--- src/rtl/camara_captura_if.sv ---
// Camera byte bus into the capture stage and the frame-buffer write port out of it.
interface camara_captura_if #(
    parameter int ADDR_W = 15
);
    logic              Vsync;
    logic              Href;
    logic              Pclk;
    logic [7:0]        Imagen;
    logic              wr_en;
    logic [ADDR_W-1:0] wr_addr;
    logic [7:0]        wr_data;
    logic              frame_done;
    logic              overflow;

    modport master (
        output Vsync, Href, Pclk, Imagen,
        input  wr_en, wr_addr, wr_data, frame_done, overflow
    );

    modport slave (
        input  Vsync, Href, Pclk, Imagen,
        output wr_en, wr_addr, wr_data, frame_done, overflow
    );
endinterface

--- src/rtl/camara_captura.sv ---
// Samples the asynchronous camera bus, pairs RGB565 bytes into pixels and
// writes them as RGB332 to a linearly addressed frame buffer.
module camara_captura #(
    parameter int H_PIX  = 160,
    parameter int V_LIN  = 120,
    parameter int ADDR_W = 15
) (
    input  logic clk,
    input  logic rst,
    camara_captura_if.slave bus
);
    localparam int NPIX = H_PIX * V_LIN;
    localparam logic [ADDR_W-1:0] LAST = ADDR_W'(NPIX - 1);

    typedef enum logic [1:0] {IDLE, VBLANK, ACTIVE} state_t;

    function automatic logic [7:0] rgb565_to_332(input logic [7:0] hi, input logic [7:0] lo);
        return {hi[7:5], hi[2:0], lo[4:3]};
    endfunction

    logic       pclk_p0, pclk_p1, pclk_p2;
    logic       href_p0, href_p1, href_p2;
    logic       vsync_p0, vsync_p1, vsync_p2;
    logic       pstb_p2, vrise_p2, vfall_p2;
    logic [7:0] imagen_p0, imagen_p1, byte_p2;

    state_t            state, state_nx;
    logic              phase, phase_nx;
    logic [7:0]        hi, hi_nx;
    logic [ADDR_W-1:0] waddr, waddr_nx;
    logic              full, full_nx;
    logic              ovf, ovf_nx;
    logic              wen, wen_nx;
    logic [7:0]        wdata, wdata_nx;
    logic              fdone, fdone_nx;

    // Stages p0/p1: two-flop synchronizer; p2: edge strobes with aligned data
    always_ff @(posedge clk) begin
        if (rst) begin
            pclk_p0  <= 1'b0; pclk_p1  <= 1'b0; pclk_p2  <= 1'b0;
            href_p0  <= 1'b0; href_p1  <= 1'b0; href_p2  <= 1'b0;
            vsync_p0 <= 1'b0; vsync_p1 <= 1'b0; vsync_p2 <= 1'b0;
            pstb_p2  <= 1'b0; vrise_p2 <= 1'b0; vfall_p2 <= 1'b0;
        end else begin
            pclk_p0  <= bus.Pclk;  pclk_p1  <= pclk_p0;  pclk_p2  <= pclk_p1;
            href_p0  <= bus.Href;  href_p1  <= href_p0;  href_p2  <= href_p1;
            vsync_p0 <= bus.Vsync; vsync_p1 <= vsync_p0; vsync_p2 <= vsync_p1;
            pstb_p2  <= pclk_p1 & ~pclk_p2;
            vrise_p2 <= vsync_p1 & ~vsync_p2;
            vfall_p2 <= ~vsync_p1 & vsync_p2;
        end
    end

    always_ff @(posedge clk) begin
        imagen_p0 <= bus.Imagen;
        imagen_p1 <= imagen_p0;
        byte_p2   <= imagen_p1;
        hi        <= hi_nx;
    end

    // Capture FSM and registered write port
    always_ff @(posedge clk) begin
        if (rst) begin
            state <= IDLE;
            phase <= 1'b0;
            waddr <= '0;
            full  <= 1'b0;
            ovf   <= 1'b0;
            wen   <= 1'b0;
            wdata <= 8'h00;
            fdone <= 1'b0;
        end else begin
            state <= state_nx;
            phase <= phase_nx;
            waddr <= waddr_nx;
            full  <= full_nx;
            ovf   <= ovf_nx;
            wen   <= wen_nx;
            wdata <= wdata_nx;
            fdone <= fdone_nx;
        end
    end

    always_comb begin
        state_nx = state;
        phase_nx = phase;
        hi_nx    = hi;
        waddr_nx = waddr;
        full_nx  = full;
        ovf_nx   = ovf;
        wen_nx   = 1'b0;
        wdata_nx = wdata;
        fdone_nx = 1'b0;
        // Address advances the cycle after its strobe, so wr_addr is pre-increment
        if (wen && (waddr != LAST))
            waddr_nx = waddr + ADDR_W'(1);
        case (state)
            IDLE: begin
                if (vrise_p2) begin
                    state_nx = VBLANK;
                    phase_nx = 1'b0;
                end
            end
            VBLANK: begin
                if (vfall_p2) begin
                    state_nx = ACTIVE;
                    waddr_nx = '0;
                    full_nx  = 1'b0;
                    ovf_nx   = 1'b0;
                    phase_nx = 1'b0;
                end
            end
            ACTIVE: begin
                if (!href_p2) begin
                    phase_nx = 1'b0;
                end else if (pstb_p2) begin
                    phase_nx = ~phase;
                    if (!phase) begin
                        hi_nx = byte_p2;
                    end else if (full) begin
                        ovf_nx = 1'b1;
                    end else begin
                        wen_nx   = 1'b1;
                        wdata_nx = rgb565_to_332(hi, byte_p2);
                        if (waddr == LAST)
                            full_nx = 1'b1;
                    end
                end
                if (vrise_p2) begin
                    fdone_nx = 1'b1;
                    phase_nx = 1'b0;
                    state_nx = VBLANK;
                end
            end
            default: state_nx = IDLE;
        endcase
    end

    assign bus.wr_en      = wen;
    assign bus.wr_addr    = waddr;
    assign bus.wr_data    = wdata;
    assign bus.frame_done = fdone;
    assign bus.overflow   = ovf;
endmodule

--- src/flat_wrapper.sv ---
// flat-port wrapper written by rule: the top's interface ports become plain ports
module camara_captura_flat 
#(
    parameter int H_PIX  = 160,
    parameter int V_LIN  = 120,
    parameter int ADDR_W = 15
)
  (clk, rst, bus_Vsync, bus_Href, bus_Pclk, bus_Imagen, bus_wr_en, bus_wr_addr, bus_wr_data, bus_frame_done, bus_overflow);
  camara_captura_if #(.ADDR_W(ADDR_W)) bus_i ();
  input  logic clk;
  input  logic rst;
  input wire logic [$bits(bus_i.Vsync)-1:0] bus_Vsync;
  input wire logic [$bits(bus_i.Href)-1:0] bus_Href;
  input wire logic [$bits(bus_i.Pclk)-1:0] bus_Pclk;
  input wire logic [$bits(bus_i.Imagen)-1:0] bus_Imagen;
  output wire logic [$bits(bus_i.wr_en)-1:0] bus_wr_en;
  output wire logic [$bits(bus_i.wr_addr)-1:0] bus_wr_addr;
  output wire logic [$bits(bus_i.wr_data)-1:0] bus_wr_data;
  output wire logic [$bits(bus_i.frame_done)-1:0] bus_frame_done;
  output wire logic [$bits(bus_i.overflow)-1:0] bus_overflow;
  assign bus_i.Vsync = bus_Vsync;
  assign bus_i.Href = bus_Href;
  assign bus_i.Pclk = bus_Pclk;
  assign bus_i.Imagen = bus_Imagen;
  assign bus_wr_en = bus_i.wr_en;
  assign bus_wr_addr = bus_i.wr_addr;
  assign bus_wr_data = bus_i.wr_data;
  assign bus_frame_done = bus_i.frame_done;
  assign bus_overflow = bus_i.overflow;
  camara_captura #(.H_PIX(H_PIX), .V_LIN(V_LIN), .ADDR_W(ADDR_W)) u_core (.clk(clk), .rst(rst), .bus(bus_i));
endmodule
--- config.mk ---
export PLATFORM = sky130hd
export DESIGN_NAME = camara_captura_flat
export DESIGN_NICKNAME = d
export VERILOG_FILES = /design/src/rtl/camara_captura_if.sv /design/src/rtl/camara_captura.sv /design/src/flat_wrapper.sv
export SDC_FILE = /design/constraint.sdc
export NUM_CORES = 1
export LEC_CHECK = 0
export CORE_UTILIZATION = 56
export DETAILED_ROUTE_END_ITERATION = 8
export PLACE_DENSITY = 0.79
export SLEW_MARGIN = 5
export SYNTH_ARGS = -nofsm -noshare
export SYNTH_HDL_FRONTEND = slang
export SYNTH_SLANG_ARGS = --single-unit
--- constraint.sdc ---
create_clock -name clk -period 3.5 [get_ports clk]
set_input_delay 0.7 -clock clk [delete_from_list [all_inputs] [get_ports clk]]
set_output_delay 0.7 -clock clk [all_outputs]
set_load 0.01 [all_outputs]
---- After elaboration in Yosys (flattened, before gate mapping) ----
Index checks and enable logic that the tools add are counted.
word-level totals
  output and inout port bits .............. 26
  flip-flop bits (word level) ............. 74
  word-level logic and storage cells ...... 86
  input bits .............................. 13
cells by class
  multiplexer cells ....................... 25
  add/subtract/negate cells ............... 1
  bitwise gates (word level) .............. 11
  reduce and logical (&&, ||, !) cells .... 13
  eq/ne operators ......................... 12
operators with widths
  cell                     number
  $mux W15                 3
  $mux W1                  16
  $add A15 B1 Y15 const B  1
  $eq A15 B15 Y1 const B   1
  $ne A15 B15 Y1 const B   1
  $ne A2 B1 Y1 const B     7
  $reduce_and A5 Y1        2
  $not A1 Y1               8
  $reduce_and A4 Y1        2
  $reduce_and A6 Y1        1
  $reduce_or A5 Y1         1
  $mux W2                  2
  $ne A4 B4 Y1 const B     1
  $pmux W1 S2              2
  $pmux W2 S2              1
  $reduce_or A2 Y1         2
  $and A1 B1 Y1            3
  $pmux W1 S3              1
  $reduce_bool A3 Y1       1
  $eq A2 B1 Y1 const B     1
  $eq A2 B2 Y1 const B     1
  $logic_not A2 Y1         1
  $reduce_and A2 Y1        1
  $reduce_bool A2 Y1       1
  $logic_and A1 B1 Y1      1

---- Logic depth before layout (Yosys ltp) ----
Gate-level depths: netlist of the first run.
  word-level depth ........................ 7
  depth in mapped cells ................... 6
  depth with buffers taken out ............ 6

---- Worst setup path before layout of the first run ----
No wires, ideal clock.
  path kind ............................... reg-to-reg
  from .................................... register u_core.state[0]
  to ...................................... register u_core.hi[0], enable pin
  path slack .............................. 1.811 ns
  stages on the path, launching flop included .. 5
  period minus slack after synthesis ...... 1.689 ns
  arrival time ............................ 1.310 ns
  path buffers ............................ 0
  path through ............................ dfxtp_1 > inv_1 > ha_1 > nand2_1 > nor3b_1
on the way
  word-level cells in the longest chain between the ends .. 2
ends and longest elaborated chain
  what                         line                  text
  start, declared              camara_captura.sv:27  state_t state, state_nx;
  start signal, assigned       camara_captura.sv:73  state <= state_nx;
  $eq A2 B2 Y1                 camara_captura.sv:97  case (state)
  $reduce_and A4 Y1 (no line)  n/a
  end signal, assigned         camara_captura.sv:58  hi <= hi_nx;
  end, declared                camara_captura.sv:29  logic [7:0] hi, hi_nx;
No other way between the ends.
A chain may end at the register's enable or synchronous reset.

---- Final worst setup path of the first run ----
Ends and elaborated chain as after synthesis.

==> results of run 1 <==
power by group:
group | switching, mW | leakage, nW | internal [mW]
Combinational | 0.0651 | 0.445 | 0.0615
Clock | 0.289 | 0.0875 | 0.279
Sequential | 0.0174 | 0.597 | 0.857
routing by layer:
layer	wire (microns)	vias to the layer above
met5	0	-
met4	69	0
met3	176	7
met2	2180	40
met1	1870	761
li1	-	839
flip-flops by register name (all words and copies together) (netlist names), 2 cells and up:
signal / cells
u_core.imagen_p0: 8
u_core.imagen_p1: 8
u_core.byte_p2: 8
u_core.state: 2
u_core.bus.wr_addr: 15
u_core.hi: 6
u_core.bus.wr_data: 8
synth_stat cells, types with 2 or more instances:
cell,n,area share [%]
a211oi_1,3,0.92
a21oi_1,8,1.6
a31oi_1,4,1.0
a41o_1,4,1.6
and3_1,2,0.51
clkbuf_1,3,0.46
dfxtp_1,66,54
edfxtp_1,6,7.3
ha_1,7,3.6
inv_1,6,0.92
mux2i_1,11,4.5
nand2_1,14,2.1
nand2b_1,2,0.51
nand3_1,2,0.41
nand4_1,3,0.76
nor2_1,25,3.8
nor2b_1,12,3.1
nor3_1,2,0.41
nor3b_1,2,0.61
nor4_1,2,0.51
o21ai_0,5,1.0
o31ai_1,2,0.61
or3_1,3,0.76
xnor2_1,2,0.71
through the flow:
stage	cell area [sq um]	util, %	power [mW]
finish	3060	74.5	1.57
detailed placement	2890	70.2	1.02
CTS	3060	74.5	1.59
global route	3060	74.5	1.63
global placement	2890	70.2	1.01
floorplan	2450	-	0.978
worst max path at each step:
stage	startpoint	end	slack (ns)	cells after the start
after floorplan	u_core.state[0]	u_core.hi[0]	1.81	4
after global placement	rst	u_core.bus.wr_addr[12]	1.18	6
after detailed placement	rst	u_core.bus.wr_addr[12]	1.15	6
after CTS	u_core.bus.wr_addr[10]	bus_wr_addr[10]	1.36	1
after global routing	u_core.state[0]	u_core.hi[7]	1.22	4
final	u_core.state[0]	u_core.hi[0]	1.36	4
kinds of logic (layout without fill, tap and decap cells):
logic type / after synthesis / after routing
mux: 11 / 11
compound gates: 30 / 30
flops: 72 / 72
simple gates: 80 / 80
xor+xnor: 3 / 3
buf+inv: 10 / 61
fa+ha+maj: 7 / 7
layout make-up:
| class | instances | area [sq um] |
|---|---|---|
| inverters | 6 | 22.5 |
| multi-input cells | 131 | 916 |
| flip-flops and latches | 72 | 1500 |
| well taps | 50 | 62.6 |
| clock inverters | 4 | 28.8 |
| repair buffers | 39 | 388 |
| fillers | 290 | 1050 |
| clock buffers | 12 | 145 |
placed cells by master, fill, tap and decap left out, types with 3 or more instances in the layout:
cell and count:
nand4_1 3, mux2i_1 11, ha_1 7, o21ai_0 5, clkbuf_8 10, nor2_1 25, inv_1 6, edfxtp_1 6
a31oi_1 4, nand2_1 14, dfxtp_1 66, a21oi_1 8, a41o_1 4, clkdlybuf4s50_1 38, nor2b_1 12, or3_1 3
a211oi_1 3
==> flow_metrics.py, run 1 <==
metrics = {
    "status": {
        "status": "complete, no violations",
    },
    "die": {
        "core_area_sq_um": 4120,
        "num_rows": 23,
        "fp.dieH_microns": 68.2,
        "initial_utilization_pct": 59.7,
        "die-area_sq_um": 4650,
        "ioPinCount": 39,
        "die_w_microns": 68.2,
    },
    "grt": {
        "grt_pass1_wl_microns": 6750,
        "gr-max-usage-layer": "met2",
        "grt-ovfl-total": 0,
        "grt_util_met3_pct": 8.00,
        "grt_use_met1_pct": 22.2,
        "met2_usage_pct": 35.7,
        "track_usage_pct": 20.7,
        "antenna_found_initial": 0,
        "grt_pass1_vias": 1518,
        "grt_max_degree": 25,
    },
    "timing": {
        "rsz0062_at_grt": "no",
        "slew_headroom_pct": 29.8,
        "setup_viol": 0,
        "fmax_mhz": 466,
        "layout_setup_ws_ns": 1.36,
        "finClkSkew_ns": 0.00711,
        "drv_slew": 0,
        "tightest_slew_ns": 1.05,
        "period_needed_ns": 2.14,
        "fin_crit_sh_pct": 61.3,
        "setup_tns_ns": 0,
        "final_hold_viol_count": 0,
        "holdWs_ns": 0.326,
    },
    "worst_hold_path": {
        "holdCritStartpoint": "u_core.imagen_p1[1]",
        "hold_end": "u_core.byte_p2[1]",
        "hold_path_depth": 0,
        "hold_class": "register to register",
    },
    "synthesis": {
        "synth-simple-area-share_pct": 19.7,
        "synth-xor-area-share_pct": 1.07,
        "synthMuxAreaShare_pct": 4.49,
        "synth_fa_ha_area_share_pct": 3.57,
        "synth_seq_cells": 72,
        "synth_compound_area_share_pct": 8.51,
        "synth-edff-count": 6,
        "synth_warnings": 0,
        "synth_ff_type": "dfxtp_1",
        "netlist_area_sq_um": 2450,
        "ys_types": 41,
        "syn_nets": 233,
        "yosysSeqAreaShare_pct": 61.2,
        "synth_top_family_by_area": "simple AND/OR/NAND/NOR gates",
        "syn-mean-instance-area_sq_um": 11.5,
        "ys_async_sr_fraction_pct": 0,
        "syn_inst": 213,
    },
    "place": {
        "place_ws_ns": 1.15,
        "io_buffers": 38,
        "place_inst": 298,
        "post-dp-hpwl_microns": 2990,
        "gp_congestion": 0.769,
    },
    "route": {
        "drc_errors": 0,
        "vias": 1647,
        "wl_per_cell_microns": 13.7,
        "drt_iter0_markers": 91,
        "vias_per_cell": 5.25,
        "totalWireLength_microns": 4290,
        "antenna_left": 0,
        "first_pass_iters": 4,
    },
    "finish": {
        "antenna_cells": 0,
        "fin_cells": 314,
        "nets": 279,
        "syn_to_final_growth_pct": 24.8,
        "final_layout_size_suffix_gt1_share_pct": 9.09,
    },
    "clocking": {
        "cts_tree": "done",
        "post_cts.repair.setup_buffers": 0,
        "clk_latency_ns": 0.33,
        "cts-resized-gates": 0,
        "cts_root_buf": "clkbuf_8",
        "clock-sinks": 72,
        "numCtsBuffers": 9,
        "ctsHoldBuffers": 0,
        "clockBufferDepth": 2,
        "htree_levels": 3,
        "clk_pin_slew_ns": 0.07,
    },
    "critical_path": {
        "cp_slowest_cell": "nor3b_1",
        "cp_cell_sequence": "inv_1, ha_1, nand2_1, nor3b_1",
        "rr_worst_depth": 4,
        "r2r-start": "u_core.state[0]",
        "cp_top_family": "simple AND/OR/NAND/NOR gates",
        "crit_buf_inv": 1,
        "critPathMaxFanout": 6,
        "slowest_delay_ns": 0.90,
        "path_class": "register to register",
        "rr_endpoint": "u_core.hi[0]",
        "r2r_slack_ns": 1.36,
        "cp-end-kind": "register",
        "worstPathRequired_ns": 3.45,
        "cp-start-kind": "register",
        "arrival_ns": 2.09,
    },
    "job": {
        "max-cap-violations": 0,
    },
    "pwr": {
        "power_density_nw_per_um2": 512,
        "vdd_drop_max_mv": 0.466,
        "leakage_nw": 1.13,
    },
}
Note: power is estimated with default switching activity, not from simulation.
==> inputs of run 2 (changes only) <==
CORE_UTILIZATION = 52   (was 56)
PLACE_DENSITY = 0.74   (was 0.79)
clock period = 2.1 ns   (was 3.5 ns; I/O delays follow)
==> flow_metrics.py, run 2 (same netlist as run 1, synthesis figures left out) <==
metrics = {
    "critical_path": {
        "cp_cell_sequence": "clkdlybuf4s50_1",
        "arrival_ns": 1.46,
        "r2r-start": "u_core.state[0]",
        "critPathMaxFanout": 9,
        "worstPathRequired_ns": 1.68,
        "cp-start-kind": "register",
        "critPathLaunch": "u_core.bus.wr_addr[10]",
        "cp_top_family": "buffers and inverters",
        "path_class": "register to output pin",
        "cp-end-kind": "output pin",
        "slowest_delay_ns": 0.60,
        "crit_buf_inv": 1,
        "cp_slowest_cell": "clkdlybuf4s50_1",
    },
    "finish": {
        "nets": 283,
        "largest_reg_flops": 15,
        "final_common_cell": "dfxtp_1",
        "antenna_cells": 0,
        "final_cell_mix": "dfxtp_1, clkdlybuf4s50_1, nor2_1",
        "syn_to_final_growth_pct": 29.5,
        "final_layout_size_suffix_gt1_share_pct": 10.4,
    },
    "die": {
        "initial_utilization_pct": 55.2,
        "core_area_sq_um": 4440,
        "die-area_sq_um": 5000,
        "num_rows": 24,
        "fp.dieH_microns": 70.7,
        "ioPinCount": 39,
        "die_w_microns": 70.7,
    },
    "route": {
        "drt_iter0_markers": 103,
        "top_layer_used": "met4",
        "vias": 1698,
        "vias_per_cell": 5.31,
        "wl_per_cell_microns": 13.6,
        "wl_met3_microns": 193,
        "antenna_left": 0,
        "met1Wirelength_microns": 1950,
        "totalWireLength_microns": 4340,
        "wl_met2_microns": 2150,
        "drc_errors": 6,
        "first_pass_iters": 6,
    },
    "job": {
        "max-cap-violations": 0,
    },
    "timing": {
        "finClkSkew_ns": 0.00599,
        "period_needed_ns": 1.88,
        "drv_slew": 0,
        "rsz0062_at_grt": "no",
        "final_hold_viol_count": 0,
        "fmax_mhz": 533,
        "fin_crit_sh_pct": 89.4,
        "slew_headroom_pct": 70.1,
        "tightest_slew_ns": 0.442,
        "setup_tns_ns": 0,
        "setup_viol": 0,
        "holdWs_ns": 0.323,
    },
    "clocking": {
        "ctsHoldBuffers": 0,
        "numCtsBuffers": 9,
        "clk_pin_slew_ns": 0.07,
        "clockBufferDepth": 2,
        "cts_tree": "done",
        "clk_latency_ns": 0.34,
        "htree_levels": 3,
        "clock-sinks": 72,
        "cts-resized-gates": 0,
        "post_cts.repair.setup_buffers": 0,
        "cts_root_buf": "clkbuf_8",
    },
    "grt": {
        "grt-ovfl-total": 0,
        "grt_pass1_wl_microns": 7330,
        "antenna_found_initial": 0,
        "track_usage_pct": 19.4,
        "grt_pass1_vias": 1615,
        "grt_max_degree": 21,
    },
    "place": {
        "gp_congestion": 0.817,
        "io_buffers": 38,
        "post-dp-hpwl_microns": 2930,
    },
    "pwr": {
        "power_density_nw_per_um2": 949,
        "vdd_drop_max_mv": 0.792,
        "leakage_nw": 1.19,
        "p_total_mw": 3.02,
    },
    "worst_hold_path": {
        "hold_class": "register to register",
        "holdCritStartpoint": "u_core.imagen_p1[5]",
    },
    "status": {
        "failed_checks": "design-rule violations",
        "status": "complete, but fails checks",
    },
}
[run 2: changes by cell type in the layout (fill, tap and decap cells not counted), sizes merged]
| cell | previous run | this run |
|---|---|---|
| clkinvlp | 1 | 0 |
| bufinv | 0 | 3 |
| buf | 1 | 5 |
| inv | 8 | 6 |
[run 2: power by group]
part	total, mW	leakage, nW	internal (mW)	switching, mW
Sequential	1.46	0.597	1.43	0.0300
Combinational	0.210	0.466	0.103	0.107
Clock	1.35	0.126	0.864	0.483
[run 2: worst paths after layout]
kind / slack [ns] / cells past startpoint / end
worst min-delay path: 0.32 / 0 / u_core.byte_p2[5]
worst max-delay path: 0.22 / 1 / bus_wr_addr[10]
worst max register to register: 0.41 / 6 / u_core.phase
worst min register to register: 0.32 / 0 / u_core.byte_p2[5]
[run 2: layer usage]
| metal | vias to the layer above | track usage [%] |
|---|---|---|
| li1 | 855 | - |
| met1 | 798 | 24.4 |
| met2 | 38 | 30.1 |
| met3 | 7 | 8.12 |
| met4 | 0 | 6.89 |
| met5 | - | 0 |
[run 2: per-stage QoR]
| step | utilization [%] | std cells | area, sq um | setup WS, ns |
|---|---|---|---|---|
| after floorplan | - | 213 | 2450 | 0.411 |
| after global placement | 65.8 | 304 | 2920 | 0.438 |
| after detailed placement | 65.8 | 304 | 2920 | 0.394 |
| after CTS | 71.5 | 320 | 3180 | 0.224 |
| after global routing | 71.5 | 320 | 3180 | 0.175 |
| final | 71.5 | 320 | 3180 | 0.223 |
[run 2: area by class of cell]
| type | instances | area (sq um) |
|---|---|---|
| Sequential cell | 72 | 1500 |
| Fill cell | 339 | 1270 |
| Multi-Input combinational cell | 131 | 916 |
| Timing Repair Buffer | 43 | 418 |
| Clock buffer | 12 | 156 |
| Clock inverter | 4 | 98.8 |
| Tap cell | 52 | 65.1 |
| Inverter | 6 | 22.5 |
